===== config.mk =====
export PLATFORM = sky130hd
export DESIGN_NAME = ecat_datagram_parser_flat
export DESIGN_NICKNAME = d
export VERILOG_FILES = /design/src/rtl/ecat_datagram_parser_pkg.sv /design/src/rtl/ecat_datagram_parser_if.sv /design/src/rtl/ecat_datagram_parser.sv /design/src/flat_wrapper.sv
export SDC_FILE = /design/constraint.sdc
export NUM_CORES = 1
export LEC_CHECK = 0
export CORE_ASPECT_RATIO = 1.2
export CORE_MARGIN = 5
export CORE_UTILIZATION = 50
export DETAILED_ROUTE_END_ITERATION = 16
export PLACE_DENSITY = 0.74
export SLEW_MARGIN = 25
export SYNTH_ARGS = -nofsm -noshare
export SYNTH_HDL_FRONTEND = slang
export SYNTH_SLANG_ARGS = --single-unit

===== constraint.sdc =====
create_clock -name clk -period 3.7 [get_ports clk]
set_input_delay 0.555 -clock clk [delete_from_list [all_inputs] [get_ports clk]]
set_output_delay 0.555 -clock clk [all_outputs]
set_load 0.01 [all_outputs]

===== src/rtl/ecat_datagram_parser_pkg.sv =====
// Shared constants and types for the EtherCAT datagram walker.
// Holds the command codes, the header/WKC byte counts and the parser state encoding.
package ecat_pkg;

    localparam logic [7:0] CMD_NOP  = 8'h00;
    localparam logic [7:0] CMD_APRD = 8'h01;
    localparam logic [7:0] CMD_APWR = 8'h02;
    localparam logic [7:0] CMD_APRW = 8'h03;
    localparam logic [7:0] CMD_FPRD = 8'h04;
    localparam logic [7:0] CMD_FPWR = 8'h05;
    localparam logic [7:0] CMD_FPRW = 8'h06;
    localparam logic [7:0] CMD_BRD  = 8'h07;
    localparam logic [7:0] CMD_BWR  = 8'h08;
    localparam logic [7:0] CMD_BRW  = 8'h09;
    localparam logic [7:0] CMD_LRD  = 8'h0A;
    localparam logic [7:0] CMD_LWR  = 8'h0B;
    localparam logic [7:0] CMD_LRW  = 8'h0C;
    localparam logic [7:0] CMD_ARMW = 8'h0D;
    localparam logic [7:0] CMD_FRMW = 8'h0E;

    localparam int unsigned HDR_BYTES      = 10;
    localparam int unsigned HDR_KEEP_BYTES = 8;   // cmd..len; IRQ bytes are never stored
    localparam int unsigned WKC_BYTES      = 2;

    typedef enum logic [2:0] {
        ST_IDLE,
        ST_HDR,
        ST_DATA,
        ST_WKC,
        ST_TAIL
    } state_t;

    function automatic logic is_logical_cmd(input logic [7:0] cmd);
        return (cmd == CMD_LRD) || (cmd == CMD_LWR) || (cmd == CMD_LRW);
    endfunction

endpackage


===== src/rtl/ecat_datagram_parser_if.sv =====
// Byte-stream input and parsed-header outputs of the datagram parser.
// The stream source drives through master; the parser attaches through slave.
interface ecat_datagram_parser_if #(
    parameter int SUB_LEN_W = 8,
    parameter int OFS_W     = 11
);
    logic [7:0]           rx_data;
    logic                 rx_valid;
    logic                 rx_sof;
    logic                 rx_eof;
    logic [7:0]           sub_cmd;
    logic [7:0]           sub_idx;
    logic [31:0]          sub_address;
    logic [SUB_LEN_W-1:0] sub_len;
    logic                 sub_len_sat;
    logic                 sub_more;
    logic                 subdv;
    logic                 hdr_done;
    logic                 data_valid;
    logic [OFS_W-1:0]     data_offset;
    logic                 wkc_valid;
    logic                 frame_err;

    modport master (
        output rx_data, rx_valid, rx_sof, rx_eof,
        input  sub_cmd, sub_idx, sub_address, sub_len, sub_len_sat, sub_more,
        input  subdv, hdr_done, data_valid, data_offset, wkc_valid, frame_err
    );

    modport slave (
        input  rx_data, rx_valid, rx_sof, rx_eof,
        output sub_cmd, sub_idx, sub_address, sub_len, sub_len_sat, sub_more,
        output subdv, hdr_done, data_valid, data_offset, wkc_valid, frame_err
    );
endinterface


===== src/rtl/ecat_datagram_parser.sv =====
// Walks an EtherCAT datagram chain byte by byte, latching each header and
// tagging data/WKC bytes; logical commands raise subdv for the FMMU mapper.
module ecat_datagram_parser
    import ecat_pkg::*;
#(
    parameter int SUB_LEN_W = 8,
    parameter int OFS_W     = 11
) (
    input logic                   clk,
    input logic                   rst,
    ecat_datagram_parser_if.slave bus
);

    localparam int unsigned SUB_MAX = (1 << SUB_LEN_W) - 1;

    state_t               r_state;
    state_t               w_state_nxt;
    logic [OFS_W-1:0]     r_cnt;
    logic [OFS_W-1:0]     w_cnt_nxt;
    logic [63:0]          r_hdr_sr;
    logic [10:0]          r_dlen;
    logic [7:0]           r_sub_cmd;
    logic [7:0]           r_sub_idx;
    logic [31:0]          r_sub_address;
    logic [SUB_LEN_W-1:0] r_sub_len;
    logic                 r_sub_len_sat;
    logic                 r_sub_more;
    logic                 r_subdv;
    logic                 r_hdr_done;
    logic                 r_frame_err;

    logic                 w_shift;
    logic                 w_latch;
    logic                 w_err;
    logic                 w_in_data;
    logic                 w_in_wkc;
    logic [15:0]          w_len_word;
    logic [10:0]          w_len;
    logic [31:0]          w_address;
    logic                 w_len_sat;
    logic                 w_hdr_last;
    logic                 w_data_last;
    logic                 w_wkc_last;
    logic                 w_unused_len;

    // Shift register holds header bytes 0..7 with byte 0 in the top octet.
    assign w_len_word   = {r_hdr_sr[7:0], r_hdr_sr[15:8]};
    assign w_len        = w_len_word[10:0];
    assign w_address    = {r_hdr_sr[23:16], r_hdr_sr[31:24], r_hdr_sr[39:32], r_hdr_sr[47:40]};
    assign w_len_sat    = 32'(w_len) > SUB_MAX;
    assign w_unused_len = ^w_len_word[14:11];

    assign w_hdr_last  = (r_cnt == OFS_W'(HDR_BYTES - 1));
    assign w_data_last = (r_cnt == OFS_W'(r_dlen - 11'd1));
    assign w_wkc_last  = (r_cnt == OFS_W'(WKC_BYTES - 1));

    always_comb begin
        w_state_nxt = r_state;
        w_cnt_nxt   = r_cnt;
        w_shift     = 1'b0;
        w_latch     = 1'b0;
        w_err       = 1'b0;
        w_in_data   = 1'b0;
        w_in_wkc    = 1'b0;
        if (bus.rx_valid) begin
            if (bus.rx_sof) begin
                // sof always restarts the header walk, whatever was in progress
                w_shift     = 1'b1;
                w_cnt_nxt   = OFS_W'(1);
                w_state_nxt = ST_HDR;
                if (bus.rx_eof) begin
                    w_err       = 1'b1;
                    w_state_nxt = ST_IDLE;
                end
            end else begin
                unique case (r_state)
                    ST_IDLE: w_state_nxt = ST_IDLE;
                    ST_HDR: begin
                        if (bus.rx_eof) begin
                            w_err       = 1'b1;
                            w_state_nxt = ST_IDLE;
                        end else if (w_hdr_last) begin
                            w_latch     = 1'b1;
                            w_cnt_nxt   = '0;
                            w_state_nxt = (w_len == 11'd0) ? ST_WKC : ST_DATA;
                        end else begin
                            w_shift   = (r_cnt < OFS_W'(HDR_KEEP_BYTES));
                            w_cnt_nxt = r_cnt + OFS_W'(1);
                        end
                    end
                    ST_DATA: begin
                        w_in_data = 1'b1;
                        if (bus.rx_eof) begin
                            w_err       = 1'b1;
                            w_state_nxt = ST_IDLE;
                        end else if (w_data_last) begin
                            w_cnt_nxt   = '0;
                            w_state_nxt = ST_WKC;
                        end else begin
                            w_cnt_nxt = r_cnt + OFS_W'(1);
                        end
                    end
                    ST_WKC: begin
                        w_in_wkc = 1'b1;
                        if (!w_wkc_last) begin
                            if (bus.rx_eof) begin
                                w_err       = 1'b1;
                                w_state_nxt = ST_IDLE;
                            end else begin
                                w_cnt_nxt = r_cnt + OFS_W'(1);
                            end
                        end else if (r_sub_more) begin
                            if (bus.rx_eof) begin
                                w_err       = 1'b1;
                                w_state_nxt = ST_IDLE;
                            end else begin
                                w_cnt_nxt   = '0;
                                w_state_nxt = ST_HDR;
                            end
                        end else begin
                            w_state_nxt = bus.rx_eof ? ST_IDLE : ST_TAIL;
                        end
                    end
                    ST_TAIL: begin
                        w_err       = !bus.rx_eof;
                        w_state_nxt = ST_IDLE;
                    end
                    default: w_state_nxt = ST_IDLE;
                endcase
            end
        end
    end

    always_ff @(posedge clk) begin
        if (rst) begin
            r_state       <= ST_IDLE;
            r_cnt         <= '0;
            r_hdr_sr      <= '0;
            r_dlen        <= '0;
            r_sub_cmd     <= '0;
            r_sub_idx     <= '0;
            r_sub_address <= '0;
            r_sub_len     <= '0;
            r_sub_len_sat <= 1'b0;
            r_sub_more    <= 1'b0;
            r_subdv       <= 1'b0;
            r_hdr_done    <= 1'b0;
            r_frame_err   <= 1'b0;
        end else begin
            r_state     <= w_state_nxt;
            r_cnt       <= w_cnt_nxt;
            r_hdr_done  <= w_latch;
            r_subdv     <= w_latch & is_logical_cmd(r_hdr_sr[63:56]);
            r_frame_err <= w_err;
            if (w_shift) begin
                r_hdr_sr <= {r_hdr_sr[55:0], bus.rx_data};
            end
            if (w_latch) begin
                r_sub_cmd     <= r_hdr_sr[63:56];
                r_sub_idx     <= r_hdr_sr[55:48];
                r_sub_address <= w_address;
                r_sub_len     <= w_len_sat ? '1 : SUB_LEN_W'(w_len);
                r_sub_len_sat <= w_len_sat;
                r_sub_more    <= w_len_word[15];
                r_dlen        <= w_len;
            end
        end
    end

    assign bus.sub_cmd     = r_sub_cmd;
    assign bus.sub_idx     = r_sub_idx;
    assign bus.sub_address = r_sub_address;
    assign bus.sub_len     = r_sub_len;
    assign bus.sub_len_sat = r_sub_len_sat;
    assign bus.sub_more    = r_sub_more;
    assign bus.subdv       = r_subdv;
    assign bus.hdr_done    = r_hdr_done;
    assign bus.frame_err   = r_frame_err;
    assign bus.data_valid  = w_in_data & ~rst;
    assign bus.wkc_valid   = w_in_wkc & ~rst;
    assign bus.data_offset = (w_in_data & ~rst) ? r_cnt : '0;

endmodule

===== src/flat_wrapper.sv =====
// flat-port wrapper written by rule: the top's interface ports become plain ports
module ecat_datagram_parser_flat import ecat_pkg::*;
#(
    parameter int SUB_LEN_W = 8,
    parameter int OFS_W     = 11
)
  (clk, rst, bus_rx_data, bus_rx_valid, bus_rx_sof, bus_rx_eof, bus_sub_cmd, bus_sub_idx, bus_sub_address, bus_sub_len, bus_sub_len_sat, bus_sub_more, bus_subdv, bus_hdr_done, bus_data_valid, bus_data_offset, bus_wkc_valid, bus_frame_err);
  ecat_datagram_parser_if #(.SUB_LEN_W(SUB_LEN_W), .OFS_W(OFS_W)) bus_i ();
  input logic clk;
  input logic rst;
  input wire logic [$bits(bus_i.rx_data)-1:0] bus_rx_data;
  input wire logic [$bits(bus_i.rx_valid)-1:0] bus_rx_valid;
  input wire logic [$bits(bus_i.rx_sof)-1:0] bus_rx_sof;
  input wire logic [$bits(bus_i.rx_eof)-1:0] bus_rx_eof;
  output wire logic [$bits(bus_i.sub_cmd)-1:0] bus_sub_cmd;
  output wire logic [$bits(bus_i.sub_idx)-1:0] bus_sub_idx;
  output wire logic [$bits(bus_i.sub_address)-1:0] bus_sub_address;
  output wire logic [$bits(bus_i.sub_len)-1:0] bus_sub_len;
  output wire logic [$bits(bus_i.sub_len_sat)-1:0] bus_sub_len_sat;
  output wire logic [$bits(bus_i.sub_more)-1:0] bus_sub_more;
  output wire logic [$bits(bus_i.subdv)-1:0] bus_subdv;
  output wire logic [$bits(bus_i.hdr_done)-1:0] bus_hdr_done;
  output wire logic [$bits(bus_i.data_valid)-1:0] bus_data_valid;
  output wire logic [$bits(bus_i.data_offset)-1:0] bus_data_offset;
  output wire logic [$bits(bus_i.wkc_valid)-1:0] bus_wkc_valid;
  output wire logic [$bits(bus_i.frame_err)-1:0] bus_frame_err;
  assign bus_i.rx_data = bus_rx_data;
  assign bus_i.rx_valid = bus_rx_valid;
  assign bus_i.rx_sof = bus_rx_sof;
  assign bus_i.rx_eof = bus_rx_eof;
  assign bus_sub_cmd = bus_i.sub_cmd;
  assign bus_sub_idx = bus_i.sub_idx;
  assign bus_sub_address = bus_i.sub_address;
  assign bus_sub_len = bus_i.sub_len;
  assign bus_sub_len_sat = bus_i.sub_len_sat;
  assign bus_sub_more = bus_i.sub_more;
  assign bus_subdv = bus_i.subdv;
  assign bus_hdr_done = bus_i.hdr_done;
  assign bus_data_valid = bus_i.data_valid;
  assign bus_data_offset = bus_i.data_offset;
  assign bus_wkc_valid = bus_i.wkc_valid;
  assign bus_frame_err = bus_i.frame_err;
  ecat_datagram_parser #(.SUB_LEN_W(SUB_LEN_W), .OFS_W(OFS_W)) u_core (.clk(clk), .rst(rst), .bus(bus_i));
endmodule

==> results of run 1 <==
==> placed cells by master (no fill, tap or decap), drive strengths merged, types with 2 or more instances in the layout <==
| cell type | count |
|---|---|
| nor4b | 2 |
| clkdlybuf4s50 | 85 |
| or3 | 3 |
| and3 | 3 |
| nand4 | 2 |
| and2 | 9 |
| o311ai | 2 |
| o31ai | 5 |
| a211oi | 3 |
| o21ai | 11 |
| nand2 | 269 |
| o2111ai | 6 |
| buf | 9 |
| clkinv | 5 |
| o21a | 3 |
| xnor2 | 14 |
| nand2b | 4 |
| clkinvlp | 3 |
| or2 | 2 |
| xor2 | 7 |
| clkbuf | 18 |
| a31oi | 2 |
| a21oi | 133 |
| inv | 13 |
| o211ai | 5 |
| nor4 | 14 |
| or4 | 3 |
| nand3 | 8 |
| dfxtp | 150 |
| nor2 | 35 |
| nor3 | 25 |
| bufinv | 4 |
| nor3b | 2 |
| ha | 3 |
| nand3b | 5 |
==> worst paths after layout <==
path	startpoint	to	slack (ns)
setup / recovery	bus_rx_sof	bus_data_offset[8]	0.57
hold / removal	u_core.bus.sub_address[13]	u_core.bus.sub_address[13]	0.45
setup reg to reg	u_core.r_dlen[0]	u_core.r_cnt[2]	0.65
hold reg to reg	u_core.bus.sub_address[13]	u_core.bus.sub_address[13]	0.45
==> kinds of logic (layout without fill, tap and decap cells) <==
logic type                 Yosys count  after routing  synth area share
adders and majority gates            3              3          0.006016
and+or+nand+nor                    391            391            0.2761
buffers and inverters               70            137           0.04692
muxes                                1              1          0.001604
DFF                                150            150            0.4813
xor gates and xnor gates            21             21           0.02948
AOI/OAI and AO/OA                  177            177            0.1586
==> registers in the layout, summed over array words and instances (netlist names) <==
| name | cells |
|---|---|
| u_core.bus.sub_more | 1 |
| u_core.r_cnt | 11 |
| u_core.bus.frame_err | 1 |
| u_core.bus.sub_address | 32 |
| u_core.r_state | 3 |
| u_core.bus.hdr_done | 1 |
| u_core.bus.sub_len_sat | 1 |
| u_core.bus.sub_cmd | 8 |
| u_core.r_hdr_sr | 64 |
| u_core.r_dlen | 11 |
| u_core.bus.subdv | 1 |
| u_core.bus.sub_len | 8 |
| u_core.bus.sub_idx | 8 |
==> per-stage QoR <==
step	hold slack, ns	setup WS [ns]	util	instances
after detailed placement	0.4469	0.5927	0.5864	1009
after global placement	0.4430	0.6428	0.5864	1009
final	0.4539	0.5738	0.6383	1041
after global routing	0.4717	0.4028	0.6383	1041
after floorplan	0.4321	1.076	-	813
after CTS	0.4557	0.5933	0.6380	1041
==> layer usage <==
layer,vias to the layer above,GRT usage,wire [um]
met5,-,0,0
met4,0,0.08484,331
met3,21,0.04729,754
met2,143,0.3543,7731
met1,2678,0.2687,6930
li1,2835,-,-
==> worst max-delay path, stage by stage <==
cell,delay (ns)
clkdlybuf4s50_1,0.42
inv_1,0.10
nand3_1,0.25
nor3_1,0.51
and2_1,0.20
clkdlybuf4s50_1,0.53
==> where the power goes <==
group / switching (mW) / internal (mW)
clock: 0.689 / 1.13
sequential: 0.0128 / 1.62
combinational: 0.0859 / 0.0364
==> layout make-up <==
cell class	instances	area, sq um	area share
Sequential cell	150	3003	0.3867
Inverter	11	41.29	0.005317
Clock inverter	14	198.9	0.02562
Clock buffer	18	429.2	0.05526
Multi-Input combinational cell	593	2958	0.3809
Timing Repair Buffer	94	934.6	0.1203
Tap cell	161	201.4	0.02594
==> synthesized netlist by cell type (all sizes together), types with 2 or more instances <==
cell type	count	share of area
a211oi	3	0.0044
a21oi	133	0.11
a31oi	2	0.0020
and2	9	0.0090
and3	3	0.0030
buf	8	0.0094
clkbuf	51	0.031
dfxtp	150	0.48
ha	3	0.0060
inv	11	0.0066
nand2	269	0.16
nand2b	4	0.0040
nand3	8	0.0064
nand3b	5	0.0060
nand4	2	0.0020
nor2	35	0.022
nor3	25	0.020
nor3b	2	0.0024
nor4	14	0.016
nor4b	2	0.0052
o2111ai	6	0.0084
o211ai	5	0.0060
o21a	3	0.0036
o21ai	11	0.0094
o311ai	2	0.0028
o31ai	5	0.0060
or2	2	0.0020
or3	3	0.0034
or4	3	0.0048
xnor2	14	0.020
xor2	7	0.0098
==> out/results.txt, run 1 <==
routed wire length -> 15750 um
number of synthesized register bits -> 150
total routing usage reported by global routing -> 0.2131
number of pins with negative max-slew slack in the final report -> 0
power consumption -> 3.583 mW
arrival time of the worst setup path -> 2.57 ns
static leakage power -> 2.532 nW
Skew-Pair Late Insertion Delay -> 0.42 ns
input/output buffers -> 86
tightest slew margin relative to the limit -> 0.4967
number of buffers created by CTS -> 17
share of post-route cells with drive strength above 1 -> 0.06250
area added between synthesis and finish -> 24.46%
type of the tightest min-delay check -> reg2reg
cell area after synthesis -> 6240 sq um
nets in the synthesized netlist -> 829
row count -> 44
cell count of the worst hold path -> 2
# Max-Cap Violations -> 0
unrepaired setup endpoints after global routing -> false
first-pass detailed-route iteration total -> 5
total of hold buffers inserted after clock tree synthesis -> 0
initial antenna violation count -> 0
number of design-rule violations left by the first detailed-router iteration -> 390
pin count of the biggest net entering global routing -> 109
placed standard-cell area -> 7134 sq um
H-tree depth reported by CTS -> 4
CTS clock-pin slew for the worst setup and hold paths -> 0.06 ns
Worst IR Drop VDD -> 0.3369 mV
Critical Path End Type -> output pin
Post-synth ARST share -> 0
PD cells -> 461.4 nW/um^2
maximum buffer depth of the clock tree -> 2
number of vias per cell -> 5.453
Setup Total Neg Slack -> 0 ns
number of enable-type register cells in the synthesized netlist -> 0
Most used DFF post-synth -> dfxtp_1
maximum fanout count along the critical path -> 7
Tcrit/Tclk final -> 0.8449
total core area -> 12170 sq um
RD Place Congestion -> 0.8655
vias post-DR -> 5677
number of global-route vias before repair -> 5396
yosys warns -> 0
# clock sinks -> 150
total die area -> 14820 sq um
sum of net half-perimeters after detailed placement -> 10440 um
final setup skew -> 0.01142 ns
upper clock frequency limit -> 0.3199 GHz
outcome -> finished, final reports clean
number of top-level pins -> 87
sequential-to-total area share from yosys stat -> 0.4813
Layout fillers -> 1079
final-report setup violation count -> 0
CTS tree -> yes
final standard cell area without fillers -> 7766 sq um
final hold violations -> 0
Synth Instances -> 813
overflow left after global routing -> 0
synthesized area divided by synthesized cell count -> 7.675 sq um
kind of critical path -> in2out
diodes inserted -> 0
y dimension of the die -> 132.4 um
initial core utilization -> 0.5129
number of antenna-violating nets in the routed design -> 0
critical path launch point type -> input pin
depth of the worst register-to-register path -> 9
Root Buffer -> clkbuf_16
Gates resized, CTS repair -> 0
number of nets in the final layout -> 883
required arrival time at the worst endpoint -> 3.14 ns
final critical path time including I/O delays and setup -> 3.126 ns
remaining design rule violation count -> 0
post-CTS setup repair buffer count -> 0
first-pass GRT wire length -> 26250 um
Die X-Extent -> 112.0 um
average wire per standard cell -> 15.13 um
actual slew at the worst max-slew pin -> 0.7549 ns
number of unique standard cell types used by synthesis -> 54
(Power assumes the default switching activity.)
==> inputs of run 2 (changes only) <==
--- a/config.mk
+++ b/config.mk
@@ -7,9 +7,9 @@
 export LEC_CHECK = 0
 export CORE_ASPECT_RATIO = 1.2
 export CORE_MARGIN = 5
-export CORE_UTILIZATION = 50
+export CORE_UTILIZATION = 49
 export DETAILED_ROUTE_END_ITERATION = 16
-export PLACE_DENSITY = 0.74
+export PLACE_DENSITY = 0.76
 export SLEW_MARGIN = 25
 export SYNTH_ARGS = -nofsm -noshare
 export SYNTH_HDL_FRONTEND = slang
==> constraint.sdc (replaced) <==
create_clock -name clk -period 2.7 [get_ports clk]
set_input_delay 0.405 -clock clk [delete_from_list [all_inputs] [get_ports clk]]
set_output_delay 0.405 -clock clk [all_outputs]
set_load 0.01 [all_outputs]
==> out/results.txt, run 2 (synthesis gave the netlist of run 1 again) <==
required arrival time at the worst endpoint -> 3.01 ns
# clock sinks -> 150
Skew-Pair Late Insertion Delay -> 0.41 ns
placed standard-cell area -> 7388 sq um
worst setup slack after layout -> 0.1605 ns
arrival time of the worst setup path -> 2.85 ns
critical path launch point type -> flop
most common library cell in the layout ignoring fill and taps -> nand2_1
average wire per standard cell -> 14.58 um
upper clock frequency limit -> 0.3938 GHz
number of non-filler instances in the completed layout -> 1074
number of buffers created by CTS -> 17
Worst IR Drop VDD -> 0.3603 mV
# Max-Cap Violations -> 0
RD Place Congestion -> 0.8990
number of design-rule violations left by the first detailed-router iteration -> 362
maximum buffer depth of the clock tree -> 2
remaining design rule violation count -> 0
input/output buffers -> 86
number of global-route vias before repair -> 5523
Root Buffer -> clkbuf_16
type of the tightest min-delay check -> in2reg
first-pass GRT wire length -> 26140 um
total die area -> 15100 sq um
cell repeated most along the worst path -> buf_4
switching component of the power -> 1.078 mW
final hold violations -> 0
initial antenna violation count -> 0
initial core utilization -> 0.4970
overflow left after global routing -> 0
power share of the sequential group -> 0.459
final critical path time including I/O delays and setup -> 2.540 ns
number of nets in the final layout -> 913
number of pins with negative max-slew slack in the final report -> 0
pin count of the biggest net entering global routing -> 77
static leakage power -> 2.699 nW
number of vias per cell -> 5.379
Tcrit/Tclk final -> 0.9406
unrepaired setup endpoints after global routing -> false
number of top-level pins -> 87
first-pass detailed-route iteration total -> 5
y dimension of the die -> 133.6 um
post-placement setup slack -> 0.1204 ns
Internal Dissipation -> 3.797 mW
commonest cells after routing, fill and taps aside -> nand2_1, dfxtp_1, a21oi_1
sum of net half-perimeters after detailed placement -> 10460 um
largest incremental delay on the critical path -> 0.45 ns
outcome -> finished, final reports clean
CTS tree -> yes
actual slew at the worst max-slew pin -> 0.7691 ns
final-report setup violation count -> 0
register name with the most flops -> u_core.r_hdr_sr
post-CTS setup repair buffer count -> 0
H-tree depth reported by CTS -> 4
Critical Path End Type -> flop
switching part of the total power -> 0.2212
number of antenna-violating nets in the routed design -> 0
diodes inserted -> 0
clock network fraction of total power -> 0.504
Setup Total Neg Slack -> 0 ns
area added between synthesis and finish -> 28.47%
routed wire length -> 15660 um
number of flip-flops in the largest register -> 64
final setup skew -> 0.009331 ns
vias post-DR -> 5777
crit-path cells -> inv_1 -> ha_1 -> buf_4 -> or2b_1 -> a21oi_1 -> o31ai_1 -> nor4_1 -> nand3b_1 -> a211oi_2 -> buf_4 -> nor2_1
share of post-route cells with drive strength above 1 -> 0.09780
PD cells -> 608.2 nW/um^2
final standard cell area without fillers -> 8016 sq um
tightest slew margin relative to the limit -> 0.4873
row count -> 45
cell total after placement -> 1042
Die X-Extent -> 113.0 um
Combinational Power Share -> 0.037
maximum fanout count along the critical path -> 7
total routing usage reported by global routing -> 0.2082
critical-path cell with the highest stage delay -> nor4_1
kind of critical path -> reg2reg
total core area -> 12560 sq um
CTS clock-pin slew for the worst setup and hold paths -> 0.06 ns
## run 2: layout make-up
type / instances / area, sq um
well taps: 164 / 205.2
clock buffers: 19 / 452.9
multi-input cells: 593 / 2963
inverters: 11 / 41.29
repair buffers: 124 / 1181
fillers: 1085 / 4539
clock inverters: 13 / 167.7
flip-flops and latches: 150 / 3005
## run 2: path summary, 6_finish.rpt
path                           start                   to  slack [ns]  cells after the start
hold / removal                   rst      u_core.r_cnt[1]        0.37                      4
setup / recovery    u_core.r_dlen[0]      u_core.r_cnt[4]        0.16                     11
setup reg to reg    u_core.r_dlen[0]      u_core.r_cnt[4]        0.16                     11
hold reg to reg   u_core.r_hdr_sr[6]  u_core.r_hdr_sr[14]        0.45                      2
## run 2: critical path, delay by kind of cell (launching register included)
kind | cells | cell delay [ns]
adders and majority gates | 1 | 0.20
AOI/OAI and AO/OA | 3 | 0.56
and+or+nand+nor | 4 | 0.92
buffers and inverters | 3 | 0.39
DFF | 1 | 0.37
## run 2: power by group through the flow
stage | Sequential (mW) | Combinational, mW | Clock [mW]
floorplan | 2.28 | 0.117 | 0
global placement | 2.29 | 0.180 | 0
detailed placement | 2.29 | 0.180 | 0
CTS | 2.24 | 0.180 | 2.49
global route | 2.24 | 0.198 | 2.59
finish | 2.24 | 0.181 | 2.46
## run 2: layer usage
layer	vias up	GRT usage	share of wire	wire, um
li1	2891	-	-	-
met1	2685	0.2651	0.45	6981
met2	179	0.3491	0.48	7575
met3	22	0.04771	0.054	850
met4	0	0.06613	0.016	248
met5	-	0	0	0
## run 2: repair_timing
action	in CTS	in global routing
endpoints found under the setup margin	0	12
endpoints found under the hold margin	0	0
resized for setup	0	6
hold buffers	0	0
## run 2: stage by stage
stage	utilization	power, mW	hold WS, ns
3_3_place_gp	0.5884	2.467	0.4427
2_1_floorplan	-	2.400	0.4321
4_1_cts	0.6379	4.910	0.3547
6_report	0.6385	4.876	0.3745
3_5_place_dp	0.5884	2.467	0.4469
5_1_grt	0.6385	5.030	0.3898
